[src/rtl/eth_tx_pkg.sv]
// Shared types and Ethernet-derived defaults for the TX stream arbiter.
package eth_tx_pkg;

  typedef enum logic [1:0] {
    IDLE  = 2'd0,
    PASS  = 2'd1,
    DRAIN = 2'd2,
    GAP   = 2'd3
  } arb_state_t;

  localparam int ETH_IFG_BYTES = 12;
  localparam int ETH_MAX_FRAME = 1518;

endpackage

[src/rtl/rr_pick.sv]
// Combinational round-robin picker: first set request after i_ptr, wrapping.
module rr_pick #(
  parameter int NUM_REQ = 2,
  parameter int IDX_W   = $clog2(NUM_REQ)
) (
  input  logic [NUM_REQ-1:0] i_req,
  input  logic [IDX_W-1:0]   i_ptr,
  output logic [IDX_W-1:0]   o_winner,
  output logic               o_any
);

  // Walk from the farthest candidate to the nearest so the nearest one wins.
  always_comb begin
    int w_idx;
    w_idx    = 0;
    o_winner = '0;
    o_any    = 1'b0;
    for (int k = NUM_REQ; k >= 1; k--) begin
      w_idx = int'(i_ptr) + k;
      if (w_idx >= NUM_REQ) w_idx = w_idx - NUM_REQ;
      if (i_req[IDX_W'(w_idx)]) begin
        o_winner = IDX_W'(w_idx);
        o_any    = 1'b1;
      end
    end
  end

endmodule

[src/rtl/eth_tx_arbiter.sv]
// Frame-granular round-robin arbiter onto the RMII MAC TX stream, with
// inter-frame gap enforcement and truncation of oversize frames.
//
// state | meaning
// IDLE  | no grant; pick next requester round-robin
// PASS  | granted source forwarded to MAC until tlast or size limit
// DRAIN | truncated frame: remainder consumed and dropped up to its tlast
// GAP   | IFG_CYCLES idle cycles before the next arbitration
module eth_tx_arbiter
  import eth_tx_pkg::*;
#(
  parameter int NUM_REQ    = 2,
  parameter int DATA_W     = 8,
  parameter int IFG_CYCLES = ETH_IFG_BYTES,
  parameter int MAX_FRAME  = ETH_MAX_FRAME
) (
  input  logic                        clk_0,
  input  logic                        reset_n_0,
  input  logic [NUM_REQ*DATA_W-1:0]   s_tdata,
  input  logic [NUM_REQ-1:0]          s_tvalid,
  input  logic [NUM_REQ-1:0]          s_tlast,
  output logic [NUM_REQ-1:0]          s_tready,
  output logic [DATA_W-1:0]           m_tdata,
  output logic                        m_tvalid,
  output logic                        m_tlast,
  input  logic                        m_tready,
  output logic [$clog2(NUM_REQ)-1:0]  grant_id,
  output logic                        busy,
  output logic                        oversize
);

  localparam int IDX_W  = $clog2(NUM_REQ);
  localparam int BEAT_W = $clog2(MAX_FRAME + 1);
  localparam int GAP_W  = $clog2(IFG_CYCLES + 1);
  localparam logic [BEAT_W-1:0] BEAT_LAST = BEAT_W'(MAX_FRAME - 1);
  localparam logic [GAP_W-1:0]  GAP_LOAD  = GAP_W'(IFG_CYCLES);

  arb_state_t         r_state;
  arb_state_t         w_state_nxt;
  logic [IDX_W-1:0]   r_rr_ptr;
  logic [IDX_W-1:0]   r_grant;
  logic [IDX_W-1:0]   w_winner;
  logic               w_any;
  logic [BEAT_W-1:0]  r_beat_cnt;
  logic [GAP_W-1:0]   r_gap_cnt;
  logic               r_busy;
  logic               r_oversize;
  logic [DATA_W-1:0]  w_sel_data;
  logic               w_sel_valid;
  logic               w_sel_last;
  logic               w_at_limit;
  logic               w_pass_hs;
  logic               w_drain_hs;

  rr_pick #(
    .NUM_REQ (NUM_REQ),
    .IDX_W   (IDX_W)
  ) u_rr_pick (
    .i_req    (s_tvalid),
    .i_ptr    (r_rr_ptr),
    .o_winner (w_winner),
    .o_any    (w_any)
  );

  assign w_sel_data  = s_tdata[int'(r_grant)*DATA_W +: DATA_W];
  assign w_sel_valid = s_tvalid[r_grant];
  assign w_sel_last  = s_tlast[r_grant];
  assign w_at_limit  = (r_beat_cnt == BEAT_LAST);
  assign w_pass_hs   = (r_state == PASS) && w_sel_valid && m_tready;
  assign w_drain_hs  = (r_state == DRAIN) && w_sel_valid;

  always_ff @(posedge clk_0 or negedge reset_n_0) begin
    if (!reset_n_0) begin
      r_state <= IDLE;
    end else begin
      r_state <= w_state_nxt;
    end
  end

  // A forced-limit beat that also carries tlast is an ordinary frame end.
  always_comb begin
    w_state_nxt = r_state;
    unique case (r_state)
      IDLE:  if (w_any) w_state_nxt = PASS;
      PASS: begin
        if (w_pass_hs) begin
          if (w_sel_last)      w_state_nxt = GAP;
          else if (w_at_limit) w_state_nxt = DRAIN;
        end
      end
      DRAIN: if (w_drain_hs && w_sel_last) w_state_nxt = GAP;
      GAP:   if (r_gap_cnt == GAP_W'(1)) w_state_nxt = IDLE;
      default: w_state_nxt = IDLE;
    endcase
  end

  always_ff @(posedge clk_0 or negedge reset_n_0) begin
    if (!reset_n_0) begin
      r_rr_ptr   <= IDX_W'(NUM_REQ - 1);
      r_grant    <= '0;
      r_beat_cnt <= '0;
      r_gap_cnt  <= '0;
      r_busy     <= 1'b0;
      r_oversize <= 1'b0;
    end else begin
      r_busy     <= (w_state_nxt != IDLE);
      r_oversize <= w_pass_hs && w_at_limit && !w_sel_last;
      if (r_state == IDLE && w_any) begin
        r_grant    <= w_winner;
        r_rr_ptr   <= w_winner;
        r_beat_cnt <= '0;
      end else if (w_pass_hs) begin
        r_beat_cnt <= r_beat_cnt + BEAT_W'(1);
      end
      if (w_state_nxt == GAP && r_state != GAP) begin
        r_gap_cnt <= GAP_LOAD;
      end else if (r_state == GAP) begin
        r_gap_cnt <= r_gap_cnt - GAP_W'(1);
      end
    end
  end

  always_comb begin
    m_tdata  = '0;
    m_tvalid = 1'b0;
    m_tlast  = 1'b0;
    s_tready = '0;
    unique case (r_state)
      PASS: begin
        m_tdata           = w_sel_data;
        m_tvalid          = w_sel_valid;
        m_tlast           = w_sel_last | w_at_limit;
        s_tready[r_grant] = m_tready;
      end
      DRAIN:   s_tready[r_grant] = 1'b1;
      default: ;
    endcase
  end

  assign grant_id = r_grant;
  assign busy     = r_busy;
  assign oversize = r_oversize;

endmodule

[config.mk]
export PLATFORM = sky130hd
export DESIGN_NAME = eth_tx_arbiter
export DESIGN_NICKNAME = d
export VERILOG_FILES = /design/src/rtl/eth_tx_pkg.sv /design/src/rtl/rr_pick.sv /design/src/rtl/eth_tx_arbiter.sv
export SDC_FILE = /design/constraint.sdc
export NUM_CORES = 1
export LEC_CHECK = 0
export CORE_MARGIN = 5
export CORE_UTILIZATION = 50
export DETAILED_ROUTE_END_ITERATION = 7
export DONT_BUFFER_PORTS = 1
export PLACE_DENSITY = 0.69
export SYNTH_ARGS = -nofsm -noshare
export SYNTH_HDL_FRONTEND = slang
export SYNTH_HIERARCHICAL = 1
export SYNTH_SLANG_ARGS = --single-unit
[constraint.sdc]
create_clock -name clk_0 -period 2.5 [get_ports clk_0]
set_input_delay 0.25 -clock clk_0 [delete_from_list [all_inputs] [get_ports clk_0]]
set_output_delay 0.25 -clock clk_0 [all_outputs]
set_load 0.01 [all_outputs]
After elaboration in Yosys (flattened, before gate mapping)
Index checks and enable logic that the tools add are counted.

cells by class
  add/subtract/negate cells = 6
  order comparisons = 6
  equal/unequal tests = 7
  shift operators = 1
  muxes and demuxes = 31
  bitwise operators = 2
  reductions and logical operators = 14

operators by type and width
  cell                     number
  $mux W11                 2
  $mux W1                  17
  $shiftx A16 B5 Y8        1
  $mux W2                  6
  $add A11 B1 Y11 const B  1
  $eq A11 B11 Y1 const B   1
  $logic_and A1 B1 Y1      9
  $mux W4                  2
  $mux W8                  1
  $pmux W2 S4              1
  $eq A2 B2 Y1 const B     3
  $lt A1 B3 Y1 const B     2
  $reduce_bool A2 Y1       3
  $eq A4 B1 Y1 const B     1
  $pmux W2 S2              1
  $sub A4 B1 Y4 const B    1
  $add A1 B2 Y3 const B    1
  $ge A3 B2 Y1 const B     1
  $add A1 B1 Y2 const B    1
  $and A2 B2 Y2            1
  $eq A2 B1 Y1 const B     1
  $ge A2 B2 Y1 const B     1
  $logic_not A2 Y1         1
  $lt A1 B2 Y1 const B     1
  other kinds (6)          7

word-level totals
  register bits = 21
  input bits = 23
  word-level logic and storage cells = 74

Longest topological paths before layout
Gate-level depths: netlist of the first run.

  depth after elaboration = 13
  depth in mapped cells = 8
  mapped depth without buffers = 8

Cells and area by module
Netlist of the first run, hierarchy kept.

modules (own cells, without submodules)
  module          times used  cells each  area an instance (um^2)  seq. area each (um^2)
  eth_tx_arbiter  1           154         1,396.3                  526.8
  rr_pick         1           2           21.3                     0.0

Least setup slack after synthesis of the first run
Ideal clock, no wire load.

  kind = register to register
  start = register r_beat_cnt[0]
  end = register r_gap_cnt[2]
  library setup time = 0.124 ns
  arrival time = 1.743 ns
  required time = 2.376 ns
  path slack = 0.633 ns
  stages on the path, launching flop included = 8
  buffers on the path = 0
  clock period less this slack = 1.867 ns
  path through = dfrtp_1 -> ha_1 -> nor4bb_1 -> and4_1 -> or3_4 -> a31oi_4 -> nor2_2 -> o31a_1

on the way
  longest elaborated chain between the ends = 8
  elaborated cells on any way between the ends = 9
  classes of those cells = eq/ne: 2; mux: 5; reduce/logical: 2

RTL lines
  element                                               RTL line               RTL
  from (decl)                                           eth_tx_arbiter.sv:44   logic [BEAT_W-1:0] r_beat_cnt;
  from (signal assigned)                                eth_tx_arbiter.sv:113  r_beat_cnt <= r_beat_cnt + BEAT_W'(1);
  $eq A11 B11 Y1 (*)                                    eth_tx_arbiter.sv:68   assign w_at_limit = (r_beat_cnt == BEAT_LAST);
  $mux W2 (*)                                           eth_tx_arbiter.sv:88   else if (w_at_limit) w_state_nxt = DRAIN;
  $mux W2 (*)                                           eth_tx_arbiter.sv:87   if (w_sel_last) w_state_nxt = GAP;
  $mux W2 (*)                                           eth_tx_arbiter.sv:86   if (w_pass_hs) begin
  $pmux W2 S4 (*)                                       eth_tx_arbiter.sv:83   unique case (r_state)
  $eq A2 B2 Y1 (*)                                      eth_tx_arbiter.sv:115  if (w_state_nxt == GAP && r_state != GAP) begin
  $logic_and A1 B1 Y1 (*)                               eth_tx_arbiter.sv:115
  $mux W4 / $reduce_bool A2 Y1 (equally long branches)  -
  to (signal assigned)                                  eth_tx_arbiter.sv:118  r_gap_cnt <= r_gap_cnt - GAP_W'(1);
  to (decl)                                             eth_tx_arbiter.sv:45   logic [GAP_W-1:0] r_gap_cnt;

Mark *: on every way between the ends. The rest lies on a longest branch, timed or not.
A chain may end at the register's enable or synchronous reset.

Worst setup path after layout of the first run
  start = register r_state[1]
  end = register r_gap_cnt[2]

on the way
  longest elaborated chain between the ends = 8
  elaborated cells on any way between the ends = 20
  classes of those cells = eq/ne: 5; mux: 8; reduce/logical: 7

RTL lines
  element                                               RTL line                                                          RTL
  from (decl)                                           eth_tx_arbiter.sv:38                                              arb_state_t r_state;
  from (signal assigned)                                eth_tx_arbiter.sv:76                                              r_state <= w_state_nxt;
  $eq A2 B2 Y1 / $eq A2 B1 Y1 (equally long branches)   eth_tx_arbiter.sv:70, eth_tx_arbiter.sv:83, eth_tx_arbiter.sv:69
  $logic_and A1 B1 Y1, on equally long branches         eth_tx_arbiter.sv:70, eth_tx_arbiter.sv:69
  $logic_and A1 B1 Y1, on equally long branches         eth_tx_arbiter.sv:91, eth_tx_arbiter.sv:69
  $mux W2, on equally long branches                     eth_tx_arbiter.sv:91, eth_tx_arbiter.sv:86
  $pmux W2 S4                                           eth_tx_arbiter.sv:83
  $eq A2 B2 Y1                                          eth_tx_arbiter.sv:115
  $logic_and A1 B1 Y1                                   eth_tx_arbiter.sv:115
  $mux W4 / $reduce_bool A2 Y1 (equally long branches)  -

Several ways; a longest one is shown, not always the timed one.

==> results of run 1 <==
[state kept, by name, indices dropped and copies added (netlist names)]
| name | count |
|---|---|
| r_beat_cnt | 11 |
| grant_id | 1 |
| r_rr_ptr | 1 |
| r_gap_cnt | 4 |
| busy | 1 |
| r_state | 2 |
| oversize | 1 |
[cell usage in the layout, fill, tap and decap left out, types with 2 or more instances in the layout]
master	instances
mux2i_1	10
nand3_1	3
and3_1	3
xor2_1	5
a31oi_1	2
nor3_1	4
inv_1	13
a21oi_1	6
dfrtp_1	20
clkbuf_4	3
o21ai_0	5
and2_1	4
o31a_1	2
nor2_1	29
and4_1	3
ha_1	10
xnor2_1	5
nand2_1	11
[report_power, final]
part	total (mW)	switching (mW)	internal (mW)
Clock	0.163	0.101	0.0622
Sequential	0.511	0.0910	0.420
Combinational	0.651	0.407	0.244
[final cells by class]
class	count	area share [%]
clock buffer	4	1.80
inverter	13	3.34
multi-input combinational	117	55.0
sequential	21	36.0
tap	31	2.65
timing repair buffer	2	1.20
[worst min-delay path by stage]
stage,start,end,slack (ns),cells past startpoint
after CTS,s_tlast[1],oversize,0.16,2
after global placement,reset_n_0,r_gap_cnt[1],-0.04,0
after global routing,s_tlast[1],oversize,0.15,2
after detailed placement,reset_n_0,r_gap_cnt[1],-0.04,0
after floorplan,reset_n_0,busy,-0.05,0
final,s_tlast[1],oversize,0.18,2
[stage by stage]
stage | hold slack, ns | util [%] | power (mW) | cells
after global placement | -0.0449 | 52.2 | 1.13 | 183
after CTS | 0.162 | 53.5 | 1.33 | 188
after global routing | 0.155 | 53.5 | 1.44 | 188
final | 0.178 | 53.5 | 1.32 | 188
after detailed placement | -0.0448 | 52.2 | 1.16 | 183
after floorplan | -0.0456 | - | 1.06 | 156
[cell families after synthesis]
group,after synthesis
AOI/OAI and AO/OA,22
muxes,12
buffers and inverters,18
xor gates and xnor gates,10
and+or+nand+nor,63
DFF,21
adders and majority gates,10
[metal layers]
metal  part of all wire [%]  wire length, um  vias up  GRT usage (%)
met1                     41             1160      502           16.9
met4                    2.0               57        0           6.49
met2                     52             1470       21           27.1
met3                    4.8              136        8           5.86
li1                       -                -      529              -
met5                      0                0        -              0
[repair_timing]
item | 4_1_cts | 5_1_grt
hold buffers | 1 | 0
hold endpoints to repair | 21 | 0
endpoints found under the setup margin | 0 | 0
==> out/qor.csv, run 1 <==
metric,value,unit
status,"complete, no violations",
fillers,252,
via_per_inst,5.64,
avgSynthCellArea,9.09,um^2
ys_ff_latch,21,
report.final.setup_viol,0,
syn_area,1420,um^2
maxCapViolations,0,
wire_per_inst,15.0,um
drc_errors,0,
grt_pass1_vias,1141,
ys_seq_area_share,37.2,%
critPathArrivalTime,2.21,ns
cp_num_buf_inv,1,
fp.coreArea,2730,um^2
synth_top_area_cell,dfrtp_1,
n_antenna_cell,0,
cts_setup_buffers,0,
synth_mux_area_share,8.91,%
cts_buffers,3,
rsz0062_at_grt,no,
drive_gt1_share,7.64,%
gp_congestion,0.830,
startpoint,r_state[1],
path_cells,"inv_1, ha_1, and2_1, a31oi_1, nand3_1, o21ai_2, nor2_2, o31a_1",
power_density,906,nW/um^2
place_ws,0.510,ns
cp_top_family,compound AO/OA/AOI/OAI gates,
tightest_slew,0.937,ns
cts_tree,done,
multi_input_area,805,um^2
synth_top_family_by_area,simple AND/OR/NAND/NOR gates,
worstPathRequired,2.70,ns
synth_edf_count,0,
hp-class,in -> reg,
worst-setup-path-type,reg -> reg,
regArea,527,um^2
dp_hpwl,2210,um
ff2ff_setup_slack,0.49,ns
grt_overflow_total,0,
die_area,4000,um^2
maxSlewHeadroom,37.3,%
crit_fanout,5,
synth_warnings,6,
drt_pre_antenna_iters,6,
synth-simple-area-share,21.9,%
crit_path_end_kind,register,
die_w,63.2,um
worst_slack,0.494,ns
cp-start-kind,register,
cp_slowest_cell,dfrtp_1,
postRouteAntennaNets,0,
clockBufferDepth,2,
htreeDepth,1,
skew,0.00603,ns
synth-async-reset-ratio,100,%
reg2regPathDepth,8,
design_area,1460,um^2
initial_core_util,51.9,%
cp-endpoint,r_gap_cnt[2],
critPathMaxStageDelay,0.44,ns
area_growth,3.18,%
die_h,63.2,um
yosysMostFrequentCell,nor2_1,
leakage,0.680,nW
root_buffer,clkbuf_4,
synth-adder-area-share,8.83,%
synthCells,156,
clk_latency,0.30,ns
final_max_slew_viol_count,0,
io_buffers,0,
synth_cell_types,36,
drt_iter0_drc,47,
place_area,1430,um^2
synthDominantCellAreaShare,35.3,%
antenna_found_initial,0,
ir_drop,0.575,mV
synthXorXnorAreaFrac,6.18,%
synthFlopType,dfrtp_1,
worst-path-stages,8,
timing.rr.start,r_state[1],
hold_violations,0,
via_count,1060,
setup_tns,0,ns
grt_first_pass_wirelength,5050,um
drt_wl_total,2820,um
r2r-end,r_gap_cnt[2],
synthTopCellsByArea,"dfrtp_1, ha_1, nor2_1",
grt_usage,15.6,%
synth-compound-area-share,10.9,%
cts_resized,0,
ys_top_cells_by_count,"nor2_1, dfrtp_1, inv_1, nand2_1",
clock.fmax,0.499,GHz
io_pins,38,
grt_max_degree,22,
clk_pin_slew,0.12,ns
syn_nets,189,
num_rows,19,
final_nets,191,
finalCritPeriodShare,80.2,%
min_period,2.01,ns
cts.sinks,21,
Note: power is estimated with default switching activity, not from simulation.
==> run 2, diff against run 1 <==
clock period = 1.9 ns   (was 2.5 ns; I/O delays follow)
==> run 2 against run 1 <==
The flow now finishes with violations (setup timing); sequential power grew 27%; combinational power grew 67%; worst setup slack lost 0.51 ns; clock power grew 31%; critical path depth is the same; core utilization grew 5.6 points; fmax grew 4.8%; register-to-register slack lost 0.51 ns; sequential share of layout area shrank 3.3 points.
==> out/qor.csv, run 2 (same netlist as run 1, synthesis figures left out) <==
metric,value,unit
min_period,1.91,ns
rsz0062_at_grt,yes,
final_cell_mix,"nor2_1, dfrtp_1, buf_4, inv_1, nand2_1",
skew,0.00235,ns
cts_buffers,3,
n_antenna_cell,0,
drive_gt1_share,22.2,%
finalCritPeriodShare,101,%
area_growth,13.9,%
fp.coreArea,2730,um^2
postRouteAntennaNets,0,
root_buffer,clkbuf_4,
antenna_found_initial,0,
report.final.setup_viol,2,
clk_latency,0.30,ns
final_common_cell,nor2_1,
violations,setup timing,
initial_core_util,51.9,%
reg.largest.list,"r_beat_cnt: 11 flops, r_gap_cnt: 4 flops, r_state: 2 flops",
critPathArrivalTime,2.11,ns
crit_path_end_kind,register,
clk_pin_slew,0.12,ns
die_area,4000,um^2
cp_top_family,compound AO/OA/AOI/OAI gates,
power_density,1210,nW/um^2
crit_fanout,3,
worstPathRequired,2.10,ns
drt_iter0_drc,36,
via_count,1122,
worst_slack,-0.0133,ns
maxCapViolations,0,
regMostFlops,r_beat_cnt,
maxSlewHeadroom,36.9,%
grt_pass1_vias,1084,
clock.fmax,0.523,GHz
hold_violations,0,
wire_per_inst,15.1,um
place_inst,194,
grt_overflow_total,0,
dp_hpwl,2270,um
setup_tns,-0.0171,ns
tightest_slew,0.943,ns
die_w,63.2,um
htreeDepth,1,
path_cells,"inv_1, ha_1, inv_1, o31ai_1, nand3_1, o21ai_2, nor2_4, o31a_1",
hp-class,in -> reg,
status,"finished, violations left",
critPathMaxStageDelay,0.42,ns
gp_congestion,0.821,
worst-setup-path-type,reg -> reg,
cts.sinks,21,
drc_errors,0,
die_h,63.2,um
io_buffers,0,
final_max_slew_viol_count,0,
ir_drop,0.773,mV
cp_num_buf_inv,2,
cp-start-kind,register,
num_rows,19,
drt_wl_total,3050,um
cpMostUsedCell,inv_1,
grt_usage,15.2,%
grt_max_degree,22,
post-route-util,59.1,%
largest_register_ff_count,11,
final_nets,205,
io_pins,38,
cp_slowest_cell,dfrtp_1,
clockBufferDepth,2,
via_per_inst,5.55,
drt_pre_antenna_iters,4,
cts_tree,done,
grt_first_pass_wirelength,5000,um
final_cells,202,
leakage,0.757,nW
## run 2: timing repair
| action | 4_1_cts | 5_1_grt |
|---|---|---|
| hold buffers | 1 | 0 |
| buffers inserted | 0 | 3 |
| pin swaps | 1 | 1 |
| gates resized for setup | 0 | 13 |
| setup endpoints to repair | 1 | 8 |
| cloned | 0 | 0 |
| endpoints found under the hold margin | 21 | 0 |
## run 2: worst paths after layout
| check | startpoint | endpoint | slack, ns | depth (start not counted) |
|---|---|---|---|---|
| max reg2reg | r_gap_cnt[1] | r_gap_cnt[2] | -0.01 | 8 |
| max | r_gap_cnt[1] | r_gap_cnt[2] | -0.01 | 8 |
| min in group asynchronous | reset_n_0 | r_gap_cnt[0] | 0.47 | 1 |
| max in group asynchronous | reset_n_0 | grant_id | 0.80 | 1 |
| min reg2reg | r_rr_ptr | r_rr_ptr | 0.52 | 2 |
| min | s_tlast[1] | oversize | 0.12 | 2 |
## run 2: stage by stage
stage                     setup WS (ns)  hold WS, ns  cell area, um^2  total power, mW
after global routing             -0.117       0.0869             1620             2.13
after floorplan                  0.0332       -0.106             1420             1.39
after CTS                        0.0111       0.0940             1550             1.84
after detailed placement         0.0244       -0.105             1510             1.61
after global placement           0.0575       -0.105             1510             1.57
final                           -0.0133        0.115             1620             1.96
## run 2: metal layers
| layer | wire length [um] | vias up | global-route usage [%] |
|---|---|---|---|
| met2 | 1630 | 22 | 26.7 |
| met5 | 0 | - | 0 |
| li1 | - | 555 | - |
| met1 | 1250 | 543 | 18.0 |
| met4 | 19 | 0 | 3.64 |
| met3 | 149 | 2 | 4.62 |
## run 2: area by class of cell
cell class                      count  area [um^2]
Clock inverter                      1         5.00
Inverter                           13         48.8
Fill cell                         236         1120
Multi-Input combinational cell    117          850
Clock buffer                        3         22.5
Tap cell                           31         38.8
Timing Repair Buffer               16          123
Sequential cell                    21          528
## run 2: worst register-to-register path: stages (launching register included)
cell	delay [ns]
dfrtp_1	0.42
inv_1	0.08
ha_1	0.14
inv_1	0.04
o31ai_1	0.37
nand3_1	0.17
o21ai_2	0.27
nor2_4	0.07
o31a_1	0.24
## run 2: report_power, final
part	internal, mW	switching [mW]
Clock	0.0784	0.136
Sequential	0.554	0.0958
Combinational	0.466	0.626
